$ cat src/rtl/seg7_scan_driver_pkg.sv
// Shared constants, display-register struct and leading-zero helper for seg7_scan_driver.
package seg7_pkg;

    localparam logic [7:0] SEG_BLANK  = 8'hFF;
    localparam logic [3:0] AN_OFF     = 4'hF;
    localparam int         NUM_DIGITS = 4;

    typedef struct packed {
        logic [15:0] value;
        logic [3:0]  dp;
        logic        lzb;
    } disp_t;

    localparam disp_t DISP_RST = '{value: 16'h0000, dp: 4'h0, lzb: 1'b0};

    // Digit idx is blanked when blanking is on and it and every digit to its left are zero.
    function automatic logic lzb_blank(input disp_t d, input logic [1:0] idx);
        logic b;
        case (idx)
            2'd1:    b = d.lzb & (d.value[15:4] == 12'h000);
            2'd2:    b = d.lzb & (d.value[15:8] == 8'h00);
            2'd3:    b = d.lzb & (d.value[15:12] == 4'h0);
            default: b = 1'b0;
        endcase
        return b;
    endfunction

endpackage

$ cat src/rtl/seg7_scan_driver_if.sv
// Value/strobe inputs and display pin outputs of the 4-digit scanner.
interface seg7_scan_driver_if;

    logic [15:0] value_i;
    logic [3:0]  dp_i;
    logic        lzb_i;
    logic        load_i;
    logic        blink_i;
    logic [7:0]  seg_o;
    logic [3:0]  an_o;
    logic        pending_o;
    logic        frame_o;

    modport slave (
        input  value_i, dp_i, lzb_i, load_i, blink_i,
        output seg_o, an_o, pending_o, frame_o
    );

    modport master (
        output value_i, dp_i, lzb_i, load_i, blink_i,
        input  seg_o, an_o, pending_o, frame_o
    );

endinterface

$ cat src/rtl/seg7_scan_driver_hex7seg.sv
// Combinational hex nibble to active-low 7-segment decoder; bit 7 (DP) is returned off.
module hex7seg (
    input  logic [3:0] i_nib,
    output logic [7:0] o_seg
);

    // Active-low patterns, bits 6:0 = g..a.
    always_comb begin
        o_seg = 8'hFF;
        case (i_nib)
            4'h0:    o_seg = 8'hC0;
            4'h1:    o_seg = 8'hF9;
            4'h2:    o_seg = 8'hA4;
            4'h3:    o_seg = 8'hB0;
            4'h4:    o_seg = 8'h99;
            4'h5:    o_seg = 8'h92;
            4'h6:    o_seg = 8'h82;
            4'h7:    o_seg = 8'hF8;
            4'h8:    o_seg = 8'h80;
            4'h9:    o_seg = 8'h90;
            4'hA:    o_seg = 8'h88;
            4'hB:    o_seg = 8'h83;
            4'hC:    o_seg = 8'hC6;
            4'hD:    o_seg = 8'hA1;
            4'hE:    o_seg = 8'h86;
            4'hF:    o_seg = 8'h8E;
            default: o_seg = 8'hFF;
        endcase
    end

endmodule

$ cat src/rtl/seg7_scan_driver.sv
// Time-multiplexed 4-digit common-anode scanner with tear-free frame updates.
// Optional whole-display blink is compiled in with macro SEG7_BLINK_EN.
module seg7_scan_driver
    import seg7_pkg::*;
#(
    parameter int REFRESH_DIV  = 100_000,
    parameter int GHOST_CYC    = 4,
    parameter int BLINK_FRAMES = 62
) (
    input  logic              clk,
    input  logic              rst_n,
    seg7_scan_driver_if.slave bus
);

    localparam int            CW     = (REFRESH_DIV > 1) ? $clog2(REFRESH_DIV) : 1;
    localparam logic [CW-1:0] CNT_TC = CW'(REFRESH_DIV - 1);
    localparam logic [CW-1:0] GH_END = CW'(GHOST_CYC);

    logic [CW-1:0]         r_cnt, w_cnt_nxt;
    logic [1:0]            r_idx, w_idx_nxt;
    disp_t                 r_shadow, r_disp, w_disp_nxt, w_in;
    logic                  r_pend, r_frame;
    logic [7:0]            r_seg, w_seg_nxt, w_dec;
    logic [NUM_DIGITS-1:0] r_an, w_an_nxt, w_an_sel;
    logic [3:0]            w_nib;
    logic                  w_tc, w_bound, w_blank, w_blink_off;

    assign w_in    = {bus.value_i, bus.dp_i, bus.lzb_i};
    assign w_tc    = (r_cnt == CNT_TC);
    assign w_bound = w_tc & (r_idx == 2'd3);

    // Next slot position and next display word; outputs are built from these so they line up with frame_o.
    always_comb begin
        w_cnt_nxt  = r_cnt + CW'(1);
        w_idx_nxt  = r_idx;
        w_disp_nxt = r_disp;
        if (w_tc) begin
            w_cnt_nxt = {CW{1'b0}};
            w_idx_nxt = r_idx + 2'd1;
        end else begin
            w_cnt_nxt = r_cnt + CW'(1);
        end
        if (w_bound) begin
            w_disp_nxt = bus.load_i ? w_in : r_shadow;
        end else begin
            w_disp_nxt = r_disp;
        end
    end

    // Nibble of the digit that will be scanned next cycle.
    always_comb begin
        w_nib    = 4'h0;
        w_an_sel = AN_OFF;
        case (w_idx_nxt)
            2'd0:    begin w_nib = w_disp_nxt.value[3:0];   w_an_sel = 4'b1110; end
            2'd1:    begin w_nib = w_disp_nxt.value[7:4];   w_an_sel = 4'b1101; end
            2'd2:    begin w_nib = w_disp_nxt.value[11:8];  w_an_sel = 4'b1011; end
            2'd3:    begin w_nib = w_disp_nxt.value[15:12]; w_an_sel = 4'b0111; end
            default: begin w_nib = 4'h0;                    w_an_sel = AN_OFF;  end
        endcase
    end

    hex7seg u_hex7seg (
        .i_nib (w_nib),
        .o_seg (w_dec)
    );

`ifdef SEG7_BLINK_EN
    localparam int            BW       = (BLINK_FRAMES > 1) ? $clog2(BLINK_FRAMES) : 1;
    localparam logic [BW-1:0] BLINK_TC = BW'(BLINK_FRAMES - 1);

    logic [BW-1:0] r_bcnt, w_bcnt_nxt;
    logic          r_phase_on, w_phase_nxt;

    // Frame counter toggles the blink phase; dropping blink_i restarts it in the lit phase.
    always_comb begin
        w_bcnt_nxt  = r_bcnt;
        w_phase_nxt = r_phase_on;
        if (!bus.blink_i) begin
            w_bcnt_nxt  = {BW{1'b0}};
            w_phase_nxt = 1'b1;
        end else if (w_bound) begin
            if (r_bcnt == BLINK_TC) begin
                w_bcnt_nxt  = {BW{1'b0}};
                w_phase_nxt = ~r_phase_on;
            end else begin
                w_bcnt_nxt  = r_bcnt + BW'(1);
            end
        end else begin
            w_bcnt_nxt  = r_bcnt;
            w_phase_nxt = r_phase_on;
        end
    end

    // Blink state registers.
    always_ff @(posedge clk or negedge rst_n) begin
        if (!rst_n) begin
            r_bcnt     <= {BW{1'b0}};
            r_phase_on <= 1'b1;
        end else begin
            r_bcnt     <= w_bcnt_nxt;
            r_phase_on <= w_phase_nxt;
        end
    end

    assign w_blink_off = bus.blink_i & ~w_phase_nxt;
`else
    logic w_unused;
    assign w_unused    = bus.blink_i;
    assign w_blink_off = 1'b0;
`endif

    // Segment/anode values for next cycle, including blanking and the anti-ghost window.
    always_comb begin
        w_blank = lzb_blank(w_disp_nxt, w_idx_nxt);
        if (w_blank) begin
            w_seg_nxt = SEG_BLANK;
        end else begin
            w_seg_nxt = {~w_disp_nxt.dp[w_idx_nxt], w_dec[6:0]};
        end
        if ((w_cnt_nxt < GH_END) || w_blank || w_blink_off) begin
            w_an_nxt = AN_OFF;
        end else begin
            w_an_nxt = w_an_sel;
        end
    end

    // Scan counters, shadow/display words and registered pin outputs.
    always_ff @(posedge clk or negedge rst_n) begin
        if (!rst_n) begin
            r_cnt    <= {CW{1'b0}};
            r_idx    <= 2'd0;
            r_shadow <= DISP_RST;
            r_disp   <= DISP_RST;
            r_pend   <= 1'b0;
            r_frame  <= 1'b0;
            r_seg    <= SEG_BLANK;
            r_an     <= AN_OFF;
        end else begin
            r_cnt   <= w_cnt_nxt;
            r_idx   <= w_idx_nxt;
            r_disp  <= w_disp_nxt;
            r_frame <= w_bound;
            r_seg   <= w_seg_nxt;
            r_an    <= w_an_nxt;
            if (bus.load_i) begin
                r_shadow <= w_in;
            end else begin
                r_shadow <= r_shadow;
            end
            if (w_bound) begin
                r_pend <= 1'b0;
            end else if (bus.load_i) begin
                r_pend <= 1'b1;
            end else begin
                r_pend <= r_pend;
            end
        end
    end

    assign bus.seg_o     = r_seg;
    assign bus.an_o      = r_an;
    assign bus.pending_o = r_pend;
    assign bus.frame_o   = r_frame;

endmodule
$ cat src/flat_wrapper.sv
// flat-port wrapper written by rule: the top's interface ports become plain ports
module seg7_scan_driver_flat import seg7_pkg::*;
#(
    parameter int REFRESH_DIV  = 100_000,
    parameter int GHOST_CYC    = 4,
    parameter int BLINK_FRAMES = 62
)
  (clk, rst_n, bus_value_i, bus_dp_i, bus_lzb_i, bus_load_i, bus_blink_i, bus_seg_o, bus_an_o, bus_pending_o, bus_frame_o);
  seg7_scan_driver_if bus_i ();
  input  logic clk;
  input  logic rst_n;
  input wire logic [$bits(bus_i.value_i)-1:0] bus_value_i;
  input wire logic [$bits(bus_i.dp_i)-1:0] bus_dp_i;
  input wire logic [$bits(bus_i.lzb_i)-1:0] bus_lzb_i;
  input wire logic [$bits(bus_i.load_i)-1:0] bus_load_i;
  input wire logic [$bits(bus_i.blink_i)-1:0] bus_blink_i;
  output wire logic [$bits(bus_i.seg_o)-1:0] bus_seg_o;
  output wire logic [$bits(bus_i.an_o)-1:0] bus_an_o;
  output wire logic [$bits(bus_i.pending_o)-1:0] bus_pending_o;
  output wire logic [$bits(bus_i.frame_o)-1:0] bus_frame_o;
  assign bus_i.value_i = bus_value_i;
  assign bus_i.dp_i = bus_dp_i;
  assign bus_i.lzb_i = bus_lzb_i;
  assign bus_i.load_i = bus_load_i;
  assign bus_i.blink_i = bus_blink_i;
  assign bus_seg_o = bus_i.seg_o;
  assign bus_an_o = bus_i.an_o;
  assign bus_pending_o = bus_i.pending_o;
  assign bus_frame_o = bus_i.frame_o;
  seg7_scan_driver #(.REFRESH_DIV(REFRESH_DIV), .GHOST_CYC(GHOST_CYC), .BLINK_FRAMES(BLINK_FRAMES)) u_core (.clk(clk), .rst_n(rst_n), .bus(bus_i));
endmodule
$ cat config.mk
export PLATFORM = sky130hd
export DESIGN_NAME = seg7_scan_driver_flat
export DESIGN_NICKNAME = d
export VERILOG_FILES = /design/src/rtl/seg7_scan_driver_pkg.sv /design/src/rtl/seg7_scan_driver_if.sv /design/src/rtl/seg7_scan_driver_hex7seg.sv /design/src/rtl/seg7_scan_driver.sv /design/src/flat_wrapper.sv
export SDC_FILE = /design/constraint.sdc
export NUM_CORES = 1
export LEC_CHECK = 0
export CORE_UTILIZATION = 60
export CTS_BUF_LIST = sky130_fd_sc_hd__clkbuf_4
export CTS_CLUSTER_DIAMETER = 120
export CTS_CLUSTER_SIZE = 20
export DETAILED_ROUTE_END_ITERATION = 7
export PLACE_DENSITY = 0.83
export SLEW_MARGIN = 20
export SYNTH_ARGS = -nofsm -noshare
export SYNTH_HDL_FRONTEND = slang
export SYNTH_SLANG_ARGS = --single-unit
$ cat constraint.sdc
create_clock -name clk -period 8.5 [get_ports clk]
set_clock_uncertainty 0.05 [all_clocks]
set_input_delay 1.7 -clock clk [delete_from_list [all_inputs] [get_ports clk]]
set_output_delay 1.7 -clock clk [all_outputs]
set_load 0.01 [all_outputs]
==> results_dict.tcl <==
set metrics [dict create \
    synth_fa_ha_area_share_pct 2.25 \
    crit_chain "buf_2 -> mux2_2 -> mux4_2 -> nor3_1 -> a21oi_1 -> mux2i_1 -> inv_1 -> ha_1 -> or3_1 -> o31ai_1 -> o31ai_1" \
    synth_compound_area_share_pct 7.39 \
    syn2layout_area_growth_pct 14.0 \
    std_cell_rows 28 \
    setup-tns-final_ps 0 \
    whs_endpoint "u_core.r_cnt[0]" \
    htreeDepth 3 \
    vias 2714 \
    r2r-start "u_core.r_cnt[5]" \
    maxSlewViolCount 0 \
    grtUsageMet3_pct 5.27 \
    holdCritPathClass "reg -> reg" \
    global_route.peak_usage_layer "met2" \
    start_util_pct 63.9 \
    worst-endpoint-required_ps 8790 \
    cts_tree "done" \
    power.density_mw_per_mm2 160 \
    ff_latch_area_sq_mm 0.00189 \
    drive_above_1_share_pct 23.1 \
    syn_area_sq_mm 0.00389 \
    fin_util_pct 72.8 \
    hold_path.startpoint "u_core.r_cnt[0]" \
    yosys.area_share.simple_pct 12.5 \
    final_area_sq_mm 0.00444 \
    drt_iter0_drc 219 \
    nNetsFinal 403 \
    grt_pass1_vias 2723 \
    rr_worst_depth 11 \
    antenna_cells 0 \
    synth_top_family_by_area "multiplexers" \
    io_pins 39 \
    drt_wl_total_mm 7.69 \
    r2r-end "u_core.bus.seg_o[0]" \
    synth_cell_types 51 \
    worst_pin_slew_ps 900 \
    synth_top_area_share_pct 40.5 \
    clock_sinks 75 \
    relSlewSlack_pct 40.0 \
    synthFlopType "dfrtp_1" \
    synthXorXnorAreaFrac_pct 3.82 \
    startpoint_type "input pin" \
    clockRootBuffer "clkbuf_4" \
    clk_latency_ps 430 \
    period_minus_slack_ps 4310 \
    fmax_ghz 0.232 \
    synth_common_cells "dfrtp_1 (63), mux2_2 (42), nor2_1 (21)" \
    synth_edf_count 0 \
    muxShareOfSynthArea_pct 21.6 \
    syn_area_per_cell_sq_um 11.5 \
    cap_violations 0 \
    ctsResizeCount 0 \
    clk_pin_slew_ps 130 \
    dr.pass1.iters 4 \
    fp.coreArea_sq_mm 0.00610 \
    yosys_warnings 0 \
    yosysSeqAreaShare_pct 48.6 \
    die_x_um 82.6 \
    crit_top_cell "o31ai_1" \
    nFillCells 415 \
    finalHoldViolCount 0 \
    post_cts_buffers 0 \
    antenna_found_initial 0 \
    rsz0062_at_grt "no" \
    dieArea_sq_mm 0.00682 \
    syn_inst 340 \
    drc 0 \
    grtUsageMet2_pct 42.2 \
    worstHoldPathCells 1 \
    rrSetupSlack_ps 4370 \
    grtUsageMet1_pct 33.8 \
    cp_slowest_stage_delay_ps 490 \
    grt_start_max_net_pins 76 \
    synthArstFlopShare_pct 100 \
    setup.worst_path.class "in -> reg" \
    ctsHoldBuffers 0 \
    setup_viol 0 \
    vdd_drop_max_mv 0.138 \
    end_kind "flop" \
    dpl_cell_area_sq_mm 0.00427 \
    finalCritPeriodShare_pct 50.7 \
    grt_overflow_total 0 \
    wire_per_inst_um 17.1 \
    hpwl_mm 5.17 \
    multi_input_area_sq_mm 0.00185 \
    cp_max_fo 22 \
    arrival_ps 4600 \
    critical-path-slowest-cell "mux4_2" \
    synthTopCellsByArea "dfrtp_1 (40%), mux2_2 (12%), dfstp_2 (8.1%)" \
    dieHeight_um 82.6 \
    status "complete, no violations" \
    grt_usage_pct 26.0 \
    place_congestion 0.855 \
    vias_per_cell 6.02 \
    ys_seq_elements 75 \
    io_buffers 37 \
    synth_top_cell_by_area "dfrtp_1" \
    grt_pass1_wl_mm 12.9 \
    ant_nets 0 \
    leakage_nw 1.85 \
    cts_max_path_buffers 2 \
    cts_buffers 9 \
    synth_nets 372 \
    yosysMostFrequentCell "dfrtp_1" \
]
==> where the power goes <==
| group | internal [mW] | switching (mW) | leakage (nW) |
|---|---|---|---|
| Clock | 0.121 | 0.133 | 0.0827 |
| Combinational | 0.0364 | 0.0349 | 0.862 |
| Sequential | 0.377 | 0.00644 | 0.903 |
| Total | 0.534 | 0.175 | 1.85 |
==> layout by cell type (no fill, tap or decap), types with 2 or more instances in the layout <==
master / instances
clkinvlp_4: 2
nor2b_1: 2
nand2b_1: 4
o2bb2ai_1: 2
nand4_1: 7
dfrtp_1: 63
o31ai_1: 3
nor3_1: 11
xnor2_1: 10
o21ai_1: 2
a21oi_1: 10
bufinv_16: 2
nand2_1: 15
mux2_4: 2
clkdlybuf4s50_1: 35
o21ai_0: 15
dfstp_2: 12
o311ai_0: 2
mux2i_1: 13
xor2_1: 7
nor2_1: 21
clkinv_4: 2
inv_1: 15
and2_1: 3
buf_4: 2
or3_1: 6
a211oi_1: 4
mux2_2: 42
or4_1: 2
nand3_1: 11
a31oi_1: 2
clkbuf_4: 9
nor4_1: 5
ha_1: 7
mux4_2: 7
==> worst max-delay path by stage <==
| stage | from | end | slack, ps | depth (start not counted) |
|---|---|---|---|---|
| after floorplan | bus_load_i | u_core.bus.seg_o[0] | 4020 | 10 |
| after global placement | bus_load_i | u_core.bus.seg_o[0] | 3080 | 10 |
| after detailed placement | bus_load_i | u_core.bus.seg_o[0] | 2930 | 10 |
| after CTS | bus_load_i | u_core.bus.seg_o[0] | 3390 | 10 |
| after global routing | bus_load_i | u_core.bus.seg_o[0] | 3960 | 11 |
| final | bus_load_i | u_core.bus.seg_o[0] | 4190 | 11 |
==> kinds of logic (layout without fill, tap and decap cells) <==
group,Yosys count,after routing
AND/OR/NAND/NOR,94,94
multiplexers,66,66
adder cells (fa/ha/maj),7,7
XOR/XNOR,17,17
AO/OA/AOI/OAI,47,47
flip-flops,75,75
buffers and inverters,34,70
==> worst max-delay path, delay by kind of cell <==
kind / cells / cell delay [ps]
AOI/OAI and AO/OA: 3 / 290
adders and majority gates: 1 / 200
muxes: 3 / 1320
buffers and inverters: 2 / 560
and+or+nand+nor: 2 / 520
==> flip-flops by register name, indices dropped and copies added (netlist names) <==
signal and count:
u_core.bus.seg_o 8, u_core.r_cnt 17, u_core.r_idx 2, u_core.bus.frame_o 1, u_core.bus.an_o 4, u_core.bus.pending_o 1, u_core.r_disp 21, u_core.r_shadow 21
==> final cells by class <==
type                    instances  area share [%]
repair buffers                 38            8.35
inverters                      16            1.41
clock buffers                   9            1.52
multi-input cells             231            41.7
clock inverters                 7            2.28
flip-flops and latches         75            42.6
well taps                      75            2.11
==> per-layer routing <==
layer	part of all wire [%]	vias up	wire, um
met5	0	-	0
met2	48	75	3730
met3	4.0	17	311
met4	2.0	0	151
met1	46	1337	3500
li1	-	1285	-
==> through the flow <==
step	setup slack [ps]	cells	hold slack, ps	power (mW)
5_1_grt	3960	451	447	0.736
2_1_floorplan	4020	340	383	0.426
4_1_cts	3390	451	424	0.716
3_3_place_gp	3080	435	397	0.458
3_5_place_dp	2930	435	406	0.461
6_report	4190	451	420	0.708
No activity file was read; power rests on OpenSTA's default activity.
